--- src/rtl/counter_ctrl_pkg.sv ---
// Shared definitions for the counter command sequencer.
// Holds the sequencer FSM state type, the direction encodings and the
// default widths of the counter value and the per-command step count.
package counter_ctrl_pkg;

    typedef enum logic [1:0] {
        IDLE = 2'd0,
        RUN  = 2'd1,
        DONE = 2'd2
    } state_e;

    localparam logic DIR_UP   = 1'b1;
    localparam logic DIR_DOWN = 1'b0;

    localparam int unsigned DEF_COUNT_W = 8;
    localparam int unsigned DEF_STEP_W  = 4;

endpackage

--- src/rtl/rr_arbiter_2.sv ---
// Two-input round-robin grant.
// Ports:
//   req_i  in  2  request vector
//   ptr_i  in  1  index of the requester that currently has priority
//   gnt_o  out 2  one-hot grant, all zero when nothing requests
module rr_arbiter_2 (
    input  logic [1:0] req_i,
    input  logic       ptr_i,
    output logic [1:0] gnt_o
);

    always_comb begin
        gnt_o = 2'b00;
        if (req_i[ptr_i]) begin
            gnt_o[ptr_i] = 1'b1;
        end else if (req_i[~ptr_i]) begin
            gnt_o[~ptr_i] = 1'b1;
        end
    end

endmodule

--- src/rtl/counter_cmd_sequencer.sv ---
// Shares one up/down/hold counter between two requesters. Each requester
// submits "step N times up/down"; a round-robin arbiter picks one command,
// then the FSM drives the counter hold/up controls for N edges, stopping
// early when the fed-back counter value sits on the bound for the direction.
// Ports:
//   clk, rst          clock, asynchronous active-high reset
//   ena               block enable; low freezes the FSM and holds the counter
//   req_valid/ready   per-requester handshake (2 bits each)
//   req_dir           per-requester direction, 1 = up
//   req_steps         per-requester step count, requester i at [i*STEP_W +: STEP_W]
//   cnt_value         live counter value (bound detection)
//   cnt_hold, cnt_up  counter controls
//   busy              command in flight
//   done, done_id, sat  one-cycle completion pulse, requester index, cut-short flag
module counter_cmd_sequencer
    import counter_ctrl_pkg::*;
#(
    parameter int unsigned       COUNT_W = DEF_COUNT_W,
    parameter int unsigned       STEP_W  = DEF_STEP_W,
    parameter logic [COUNT_W-1:0] CNT_MAX = '1,
    parameter logic [COUNT_W-1:0] CNT_MIN = '0
) (
    input  logic                clk,
    input  logic                rst,
    input  logic                ena,
    input  logic [1:0]          req_valid,
    input  logic [1:0]          req_dir,
    input  logic [2*STEP_W-1:0] req_steps,
    output logic [1:0]          req_ready,
    input  logic [COUNT_W-1:0]  cnt_value,
    output logic                cnt_hold,
    output logic                cnt_up,
    output logic                busy,
    output logic                done,
    output logic                done_id,
    output logic                sat
);

    state_e              state_q, state_d;
    logic                rr_ptr_q, rr_ptr_d;
    logic                dir_q, dir_d;
    logic [STEP_W-1:0]   rem_q, rem_d;
    logic                id_q, id_d;
    logic                sat_q, sat_d;

    logic [1:0]          gnt;
    logic                gnt_id;
    logic [STEP_W-1:0]   steps_sel;
    logic                at_bound;

    rr_arbiter_2 u_arb (
        .req_i (req_valid),
        .ptr_i (rr_ptr_q),
        .gnt_o (gnt)
    );

    assign gnt_id    = gnt[1];
    assign steps_sel = gnt_id ? req_steps[STEP_W +: STEP_W] : req_steps[0 +: STEP_W];
    assign at_bound  = ((dir_q == DIR_UP) && (cnt_value == CNT_MAX)) ||
                       ((dir_q == DIR_DOWN) && (cnt_value == CNT_MIN));
    assign busy      = (state_q != IDLE);

    always_comb begin
        state_d   = state_q;
        rr_ptr_d  = rr_ptr_q;
        dir_d     = dir_q;
        rem_d     = rem_q;
        id_d      = id_q;
        sat_d     = sat_q;
        req_ready = 2'b00;
        cnt_hold  = 1'b1;
        cnt_up    = 1'b0;
        done      = 1'b0;
        done_id   = 1'b0;
        sat       = 1'b0;

        unique case (state_q)
            IDLE: begin
                if (ena) begin
                    // gnt is nonzero only when some requester is valid, so a
                    // nonzero grant is itself the transfer condition.
                    req_ready = gnt;
                    if (gnt != 2'b00) begin
                        dir_d   = req_dir[gnt_id];
                        rem_d   = steps_sel;
                        id_d    = gnt_id;
                        sat_d   = 1'b0;
                        state_d = (steps_sel != '0) ? RUN : DONE;
                    end
                end
            end
            RUN: begin
                cnt_up = dir_q;
                if (ena) begin
                    cnt_hold = at_bound;
                    if (at_bound) begin
                        sat_d   = 1'b1;
                        state_d = DONE;
                    end else begin
                        // rem is never zero in RUN, so this cannot wrap.
                        rem_d = rem_q - STEP_W'(1);
                        if (rem_q == STEP_W'(1)) begin
                            state_d = DONE;
                        end
                    end
                end
            end
            DONE: begin
                if (ena) begin
                    done     = 1'b1;
                    done_id  = id_q;
                    sat      = sat_q;
                    rr_ptr_d = ~id_q;
                    state_d  = IDLE;
                end
            end
            default: state_d = IDLE;
        endcase
    end

    always_ff @(posedge clk or posedge rst) begin
        if (rst) begin
            state_q  <= IDLE;
            rr_ptr_q <= 1'b0;
            dir_q    <= 1'b0;
            rem_q    <= '0;
            id_q     <= 1'b0;
            sat_q    <= 1'b0;
        end else begin
            state_q  <= state_d;
            rr_ptr_q <= rr_ptr_d;
            dir_q    <= dir_d;
            rem_q    <= rem_d;
            id_q     <= id_d;
            sat_q    <= sat_d;
        end
    end

endmodule

--- config.mk ---
export PLATFORM = sky130hd
export DESIGN_NAME = counter_cmd_sequencer
export DESIGN_NICKNAME = d
export VERILOG_FILES = /design/src/rtl/counter_ctrl_pkg.sv /design/src/rtl/rr_arbiter_2.sv /design/src/rtl/counter_cmd_sequencer.sv
export SDC_FILE = /design/constraint.sdc
export NUM_CORES = 1
export LEC_CHECK = 0
export ABC_AREA = 1
export CELL_PAD_IN_SITES_DETAIL_PLACEMENT = 1
export CELL_PAD_IN_SITES_GLOBAL_PLACEMENT = 2
export CORE_ASPECT_RATIO = 0.75
export CORE_UTILIZATION = 23
export CTS_CLUSTER_DIAMETER = 100
export CTS_CLUSTER_SIZE = 14
export DETAILED_ROUTE_END_ITERATION = 8
export PLACE_DENSITY = 0.81
export RECOVER_POWER = 50
export SLEW_MARGIN = 20
export SYNTH_ARGS = -nofsm -noshare
export SYNTH_HDL_FRONTEND = slang
export SYNTH_SLANG_ARGS = --single-unit
--- constraint.sdc ---
create_clock -name clk -period 1.3 [get_ports clk]
set_input_delay 0.13 -clock clk [delete_from_list [all_inputs] [get_ports clk]]
set_output_delay 0.13 -clock clk [all_outputs]
set_load 0.01 [all_outputs]
==> impl_results.md, run 1 <==
* Status: finished with violations
* Failing checks: setup timing
* RSZ-0062 raised after global routing: true
* Pre-CTS WS at -475.4 ps
* Max Cap Viol at 0
* Tmin final at 1385 ps
* Worst skew pair latency at 240 ps
* Inserted Clock Buffers at 3
* H-tree levels at 1
* Cell count after synthesis at 130
* Tot GR Track Use at 15.87%
* Critical path arrival at 1500 ps
* Setup slack after layout at -85.46 ps
* CP Capture Type: flip-flop
* Synth-to-layout area growth at 78.09%
* Vias per cell at 4.254
* Antenna violations before repair at 0
* DRC violations left at 0
* Max Clock Skew at 5.032 ps
* Final antenna diode count at 0
* Hold Path Class: in2async
* TNS Setup at -263.0 ps
* Net Count, Synth at 155
* Setup slack, reg-to-reg at -90 ps
* Cells on worst reg2reg path at 10
* Standard-cell rows at 19
* Hold Vio Cnt, Final at 0
* CTS tree: built
* Initial Util at 24.33%
* Starting DRT DRC Count at 14
* Cts hold-fix bufs at 0
* Fin nets at 215
* Buffers on Ports at 30
* Yosys cell types at 28
* Peak VDD IR at 0.7535 mV
* Die area at 4179 um^2
* Synthesized area per cell at 6.939 um^2
* Root Buffer: clkbuf_8
* Final Cycle Share at 106.6%
* Crit path launch type: flip-flop
* Max-slew headroom at 68.84%
* Ports at 31
* DR WL/cell at 12.28 um
* Worst r2r src: state_q[1]$_DFFE_PP0P_
* First-pass GRT wire length at 5043 um
* Total global routing overflow at 0
* Leak at 0.8406 nW
* Sequential fraction of the synthesis area at 27.74%
* Vias in the first global route at 1,099
* Die width at 74.32 um
* WL final at 2946 um
* Vias at 1,021
* Share of layout cells above drive strength 1 at 46.81%
* Req. time, crit path at 1410 ps
* Final setup viols at 7
* Global placement routability congestion at 0.7851
* Clock Sinks at 10
* CP max FO at 4
* Register bit count reported by yosys at 10
* Worst-case clock buffer depth at 2
* Slew @ Worst Pin at 467.0 ps
* DRT Pass-1 Iters at 2
* Post-DRT Antenna Nets at 0
* YS warnings at 0
* FMAX at 721.8 MHz
* Clk slew on worst S/H paths at 50 ps
* Kind of critical path: reg2reg
* DIE HEIGHT at 56.24 um
* Post-DP HPWL at 2348 um
* FF-to-FF End: state_q[0]$_DFFE_PP0P_
* Slew Viols, Final at 0
* Core area at 3709 um^2
* Cell area after synthesis at 902.1 um^2
* Pwr per Cell Area at 1746 nW/um^2
* Largest net degree at the start of global routing at 11
## what timing repair did
| item | 4_1_cts | 5_1_grt |
|---|---|---|
| pin swaps | 10 | 10 |
| buffers inserted | 5 | 1 |
| gates resized for setup | 51 | 25 |
| endpoints found under the setup margin | 14 | 16 |
## placed cells by master, fill, tap and decap left out, types with 2 or more instances in the layout
master,count
buf_4,21
a21oi_2,2
nor2_4,3
nor3_4,2
nand2_4,5
dlymetal6s2s_1,5
nand3_1,3
nor2_2,4
o21ai_1,3
o21ai_2,6
nand2_2,13
ha_1,2
dfrtp_1,9
nand4_1,2
buf_2,4
nor2_1,13
dlygate4sd2_1,4
clkbuf_8,3
nand2_1,27
buf_6,8
inv_2,9
inv_1,11
clkdlybuf4s50_1,12
## power breakdown
part | total [mW] | switching (mW) | leakage, nW | internal, mW
combinational | 1.88 | 0.973 | 0.696 | 0.906
sequential | 0.598 | 0.146 | 0.123 | 0.452
clock | 0.328 | 0.124 | 0.0216 | 0.203
total | 2.80 | 1.24 | 0.841 | 1.56
## cells by family (layout without fill, tap and decap cells)
kind of cell | Yosys count | in the layout | share of synthesized area, %
simple gates | 80 | 80 | 47.57
buf+inv | 21 | 79 | 8.738
compound gates | 15 | 15 | 11.23
flops | 10 | 10 | 27.74
fa+ha+maj | 2 | 2 | 2.773
xor+xnor | 2 | 2 | 1.942
## worst max path at each step
stage	start	endpoint	slack [ps]	cells after the start
finish	state_q[1]$_DFFE_PP0P_	state_q[0]$_DFFE_PP0P_	-90	10
global route	state_q[1]$_DFFE_PP0P_	state_q[1]$_DFFE_PP0P_	-190	10
CTS	state_q[1]$_DFFE_PP0P_	state_q[0]$_DFFE_PP0P_	-90	10
detailed placement	ena	done_id	-480	6
global placement	cnt_value[1]	cnt_hold	-430	6
floorplan	state_q[0]$_DFFE_PP0P_	rr_ptr_q$_DFFE_PP0P_	80	4
## through the flow
stage | utilization, % | cell area (um^2) | hold slack, ps | std cells | total power, mW
2_1_floorplan | - | 902.1 | -29.82 | 130 | 1.425
3_3_place_gp | 38.02 | 1410 | 456.3 | 231 | 2.044
3_5_place_dp | 38.02 | 1410 | 473.2 | 231 | 2.092
4_1_cts | 40.38 | 1498 | 213.7 | 239 | 2.577
5_1_grt | 43.32 | 1607 | 383.8 | 240 | 3.053
6_report | 43.32 | 1607 | 343.2 | 240 | 2.805
## sequential cells by signal (all words and copies together) (netlist names)
name,cells
dir_q,1
id_q,1
rem_q,4
rr_ptr_q,1
sat_q,1
state_q,2
## per-layer routing
| metal | routed length (um) | track usage (%) | vias to the layer above | share of wire [%] |
|---|---|---|---|---|
| li1 | - | - | 521 | - |
| met1 | 1338 | 20.64 | 486 | 45 |
| met2 | 1502 | 26.88 | 12 | 51 |
| met3 | 101 | 4.348 | 2 | 3.4 |
| met4 | 4 | 1.617 | 0 | 0.14 |
| met5 | 0 | 0 | - | 0 |
## critical path, stage by stage (launching register included)
cell and delay [ps]:
dfrtp_1 410, inv_2 110, buf_6 110, nand2_4 50, buf_6 120, a21oi_2 100
nand3_1 100, nand2_2 120, inv_2 40, nand2_1 50, nand2_1 60
## final cells by class
class / count / area [um^2]
Clock buffer: 3 / 41.29
Fill cell: 469 / 2102
Inverter: 21 / 78.83
Multi-Input combinational cell: 99 / 674.4
Sequential cell: 10 / 251.5
Tap cell: 52 / 65.06
Timing Repair Buffer: 55 / 495.5
## synthesized netlist by cell type, drive strengths merged
master | count | area (um^2)
xor2 | 1 | 8.760
dfrtp | 10 | 250.2
nand3b | 2 | 27.53
nor3 | 4 | 30.03
nor2 | 20 | 77.58
o21bai | 1 | 7.510
nand4 | 2 | 12.51
xnor2 | 1 | 8.760
clkinv | 1 | 3.750
o21ai | 11 | 73.81
nand2 | 46 | 244.0
ha | 2 | 25.02
or2 | 1 | 6.260
a31oi | 1 | 6.260
inv | 20 | 75.08
and3 | 1 | 11.26
nand3 | 4 | 20.02
a21oi | 2 | 13.76
Power figures use the tool's default switching activity.
==> inputs of run 2 (changes only) <==
--- a/config.mk
+++ b/config.mk
@@ -8,12 +8,12 @@
 export ABC_AREA = 1
 export CELL_PAD_IN_SITES_DETAIL_PLACEMENT = 1
 export CELL_PAD_IN_SITES_GLOBAL_PLACEMENT = 2
-export CORE_ASPECT_RATIO = 0.75
-export CORE_UTILIZATION = 23
+export CORE_UTILIZATION = 24
+export CTS_BUF_LIST = sky130_fd_sc_hd__clkbuf_2 sky130_fd_sc_hd__clkbuf_4 sky130_fd_sc_hd__clkbuf_8
 export CTS_CLUSTER_DIAMETER = 100
 export CTS_CLUSTER_SIZE = 14
 export DETAILED_ROUTE_END_ITERATION = 8
-export PLACE_DENSITY = 0.81
+export PLACE_DENSITY = 0.84
 export RECOVER_POWER = 50
 export SLEW_MARGIN = 20
 export SYNTH_ARGS = -nofsm -noshare
==> impl_results.md, run 2 (same netlist as run 1, synthesis figures left out) <==
* Max-slew headroom at 70.87%
* Synth-to-layout area growth at 74.20%
* Starting DRT DRC Count at 13
* Largest register FFs at 4
* Standard-cell rows at 21
* DRC violations left at 0
* Final antenna diode count at 0
* Clk slew on worst S/H paths at 50 ps
* Hold Vio Cnt, Final at 0
* Status: finished with violations
* Vias at 1,014
* Die width at 63.31 um
* Leak at 0.7999 nW
* First-pass GRT wire length at 4802 um
* Slew Viols, Final at 0
* Global placement routability congestion at 0.8052
* CP max FO at 4
* Sw power at 1.240 mW
* Design area at 1572 um^2
* Commonest cells after routing, fill and taps aside: 25 x nand2_1, 16 x buf_4, 15 x clkdlybuf4s50_1, 14 x nand2_2, 11 x inv_1
* Max Cap Viol at 0
* WL final at 2894 um
* Initial Util at 26.01%
* Inserted Clock Buffers at 3
* Max Clock Skew at 3.354 ps
* Clock Sinks at 10
* Setup slack after layout at -65.72 ps
* Kind of critical path: reg2reg
* Largest net degree at the start of global routing at 11
* DIE HEIGHT at 63.31 um
* FMAX at 732.2 MHz
* Critical path arrival at 1490 ps
* Fin nets at 211
* Pwr per Cell Area at 1774 nW/um^2
* Min Hold Slack at 335.2 ps
* Share of layout cells above drive strength 1 at 48.91%
* Critical Path, Cell by Cell: inv_4 -> buf_6 -> nand2_4 -> buf_6 -> a21oi_4 -> nand3_2 -> nand2_4 -> inv_2 -> nand2_1 -> nand2_1
* Ports at 31
* TNS Setup at -253.9 ps
* CP top delay family: flip-flops
* Crit path launch type: flip-flop
* Post-DP HPWL at 2305 um
* Commonest non-fill, non-tap cell in the layout: nand2_1
* CTS tree: built
* Slowest CP cell: dfrtp_2
* Die area at 4008 um^2
* Failing checks: setup timing
* Placed Area at 1395 um^2
* Vias in the first global route at 1,089
* Int Power at 1.548 mW
* Slew @ Worst Pin at 436.5 ps
* Tot GR Track Use at 15.36%
* Switching portion of total power at 44.48%
* Final setup viols at 10
* Vias per cell at 4.409
* Fillcell total at 453
* H-tree levels at 1
* WP buf/inv at 4
* Tmin final at 1366 ps
* Post-DRT Antenna Nets at 0
* Layout Utilization at 45.31%
* Non-filler cells, final at 230
* DRT Pass-1 Iters at 3
* Antenna violations before repair at 0
* RSZ-0062 raised after global routing: true
* CP max stage delay at 450 ps
* Cell total after placement at 224
* Sequential power share at 22.6%
* Final Cycle Share at 105.1%
* Req. time, crit path at 1420 ps
* Core area at 3468 um^2
* Clk pwr share at 11.7%
* Logic pwr share at 65.6%
* Hold Path Class: in2async
* CP Capture Type: flip-flop
* Worst-case clock buffer depth at 2
* DR WL/cell at 12.58 um
* Peak VDD IR at 0.4810 mV
* Worst skew pair latency at 230 ps
* Largest regs: rem_q x4, state_q x2
* Largest Register: rem_q
* Root Buffer: clkbuf_8
* Buffers on Ports at 30
* Total global routing overflow at 0
==> run 2: through the flow <==
step / power (mW) / setup WS [ps]
finish: 2.787 / -65.72
global route: 3.003 / -148.8
CTS: 2.620 / -101.4
detailed placement: 2.067 / -444.7
global placement: 2.020 / -438.9
floorplan: 1.425 / 83.56
==> run 2: repair_timing <==
item | CTS | global route
setup endpoints to repair | 14 | 16
buffers inserted | 4 | 0
pin swaps | 12 | 12
resized for setup | 58 | 21
hold endpoints to repair | 0 | 0
hold buffers | 0 | 0
==> run 2: power groups by stage <==
stage	Sequential [mW]	Clock, mW	Combinational, mW
4_1_cts	0.605	0.332	1.68
6_report	0.631	0.327	1.83
5_1_grt	0.649	0.349	2.00
2_1_floorplan	0.574	0	0.852
3_3_place_gp	0.580	0	1.44
3_5_place_dp	0.589	0	1.48
==> run 2: final timing paths <==
kind	end	slack, ps	startpoint	cells past startpoint
worst max-delay path	state_q[0]$_DFFE_PP0P_	-70	state_q[1]$_DFFE_PP0P_	10
worst min-delay path	id_q$_DFFE_PP0P_	340	rst	2
worst max register to register	state_q[0]$_DFFE_PP0P_	-70	state_q[1]$_DFFE_PP0P_	10
worst min register to register	sat_q$_DFFE_PP0P_	510	sat_q$_DFFE_PP0P_	2
max in group asynchronous	state_q[0]$_DFFE_PP0P_	640	rst	2
min in group clk	sat_q$_DFFE_PP0P_	370	ena	4
==> run 2: metal layers <==
layer	GRT usage, %	share of wire [%]
met1	17.26	43
met2	29.03	51
met3	2.899	4.9
met4	4.261	0.93
met5	0	0
==> run 2: final cells by class <==
cell class                      count  area (um^2)  area share [%]
Clock buffer                        3        41.29           2.627
Multi-Input combinational cell     99        684.4           43.55
Sequential cell                    10        254.0           16.16
Inverter                           21        81.33           5.175
Tap cell                           46        57.56           3.662
Timing Repair Buffer               51        452.9           28.82
==> inputs of run 3 (changes only) <==
==> constraint.sdc (replaced) <==
create_clock -name clk -period 1.3 [get_ports clk]
set_input_delay 0.13 -clock clk [delete_from_list [all_inputs] [get_ports clk]]
set_output_delay 0.13 -clock clk [all_outputs]
set_load 0.1 [all_outputs]
==> impl_results.md, run 3 (same netlist as run 1, synthesis figures left out) <==
* Status: finished with violations
* Failing checks: setup timing
* Die area at 4008 um^2
* Commonest cells after routing, fill and taps aside: 24 x nand2_1, 20 x buf_4, 16 x nand2_2, 12 x nor2_1
* DRT Pass-1 Iters at 4
* Slew @ Worst Pin at 438.4 ps
* Worst-case clock buffer depth at 2
* FMAX at 696.9 MHz
* Layout Utilization at 51.73%
* Largest register FFs at 4
* Met3 routed WL at 132 um
* Final antenna diode count at 0
* Clk slew on worst S/H paths at 50 ps
* Inserted Clock Buffers at 3
* Antenna violations before repair at 0
* Final Cycle Share at 110.4%
* Max-slew headroom at 70.74%
* Largest regs: rem_q x4, state_q x2
* Global placement routability congestion at 0.8113
* Sequential Area at 252.7 um^2
* Fin nets at 218
* Vias at 1,079
* Top routing layer used: met4
* Max Cap Viol at 0
* Vias per cell at 4.553
* Slew Viols, Final at 0
* Vias in the first global route at 1,269
* Largest net degree at the start of global routing at 11
* Buffers on Ports at 30
* Commonest non-fill, non-tap cell in the layout: nand2_1
* Largest Register: rem_q
* Kind of critical path: reg2out
* Core area at 3468 um^2
* Max Clock Skew at 1.112 ps
* Share of layout cells above drive strength 1 at 50.79%
* Min Hold Slack at 334.8 ps
* Peak VDD IR at 0.8236 mV
* DRC violations left at 0
* RSZ-0062 raised after global routing: true
* Met1 WL at 1261 um
* Critical Path, Cell by Cell: nor3_4 -> inv_2 -> nor2_4 -> buf_12
* Tmin final at 1435 ps
* CP top delay family: flip-flops
* First-pass GRT wire length at 5658 um
* CP Capture Type: output port
* Met2 Wirelength at 2156 um
* Leak at 0.9126 nW
* Pwr per Cell Area at 1985 nW/um^2
* Worst skew pair latency at 230 ps
* Clock Sinks at 10
* Initial Util at 26.01%
* WP buf/inv at 2
* Post-DRT Antenna Nets at 0
* Final setup viols at 16
* Hold Vio Cnt, Final at 0
* Total global routing overflow at 0
* Req. time, crit path at 1170 ps
* DIE HEIGHT at 63.31 um
* Root Buffer: clkbuf_8
* Area of the multi-input gates at 716.9 um^2
* Die width at 63.31 um
* CP max stage delay at 450 ps
* Fillcell total at 420
* WL final at 3602 um
* Ports at 31
* Critical path arrival at 1300 ps
* Starting DRT DRC Count at 26
* CTS tree: built
* CP max FO at 3
* H-tree levels at 1
* Setup slack after layout at -134.9 ps
* Standard-cell rows at 21
* Synth-to-layout area growth at 98.89%
* Hold Path Class: in2async
* Slowest CP cell: dfrtp_2
* Crit path launch type: flip-flop
* Tot GR Track Use at 18.28%
* Post-DP HPWL at 2475 um
* DR WL/cell at 15.20 um
==> run 3: where the power goes <==
part	leakage [nW]	internal (mW)	total [mW]	switching, mW
clock	0.0216	0.202	0.319	0.117
sequential	0.121	0.455	0.614	0.159
combinational	0.770	1.11	2.63	1.52
==> run 3: layer usage <==
metal | GRT usage, % | vias up
li1 | - | 527
met1 | 18.54 | 513
met2 | 36.56 | 33
met3 | 2.174 | 6
met4 | 7.955 | 0
met5 | 0 | -
==> run 3: area by class of cell <==
type,instances,area share (%)
multi-input combinational,99,39.96
timing repair buffer,58,35.36
sequential,10,14.09
clock buffer,3,2.301
inverter,21,5.091
tap,46,3.208
==> run 3: worst reg2reg max path: stages, from the launching register on <==
cell	delay, ps
dfrtp_2	420
inv_4	80
buf_6	120
buf_4	140
o21ai_2	100
nand2_1	80
inv_2	80
nand2_4	80
nor2_4	100
nand2_1	70
nand2_1	80
==> run 3: stage by stage <==
step / setup TNS [ps] / setup slack, ps / total power, mW / instance area, um^2 / instances
6_report: -1172 / -134.9 / 3.562 / 1794 / 237
5_1_grt: -1965 / -182.9 / 3.796 / 1794 / 237
4_1_cts: -1166 / -156.8 / 3.213 / 1630 / 232
3_5_place_dp: -2768 / -266.5 / 2.650 / 1473 / 217
3_3_place_gp: -1937 / -182.0 / 2.585 / 1473 / 217
2_1_floorplan: -4331 / -923.7 / 1.933 / 952.2 / 130
==> run 3: final timing paths <==
kind | start | end | slack, ps | depth (start not counted)
max in group asynchronous | rst | state_q[0]$_DFFE_PP0P_ | 640 | 2
worst min register to register | sat_q$_DFFE_PP0P_ | sat_q$_DFFE_PP0P_ | 500 | 2
min in group clk | sat_q$_DFFE_PP0P_ | sat_q$_DFFE_PP0P_ | 500 | 2
worst max-delay path | state_q[0]$_DFFE_PP0P_ | done_id | -130 | 4
worst max register to register | state_q[1]$_DFFE_PP0P_ | state_q[1]$_DFFE_PP0P_ | -110 | 10
worst min-delay path | rst | rem_q[2]$_DFFE_PP0P_ | 330 | 2
==> run 3: timing repair <==
item,CTS,global route
setup buffers,12,5
pin swaps,6,18
hold buffers,0,0
resized for setup,12,36
endpoints found under the setup margin,10,16
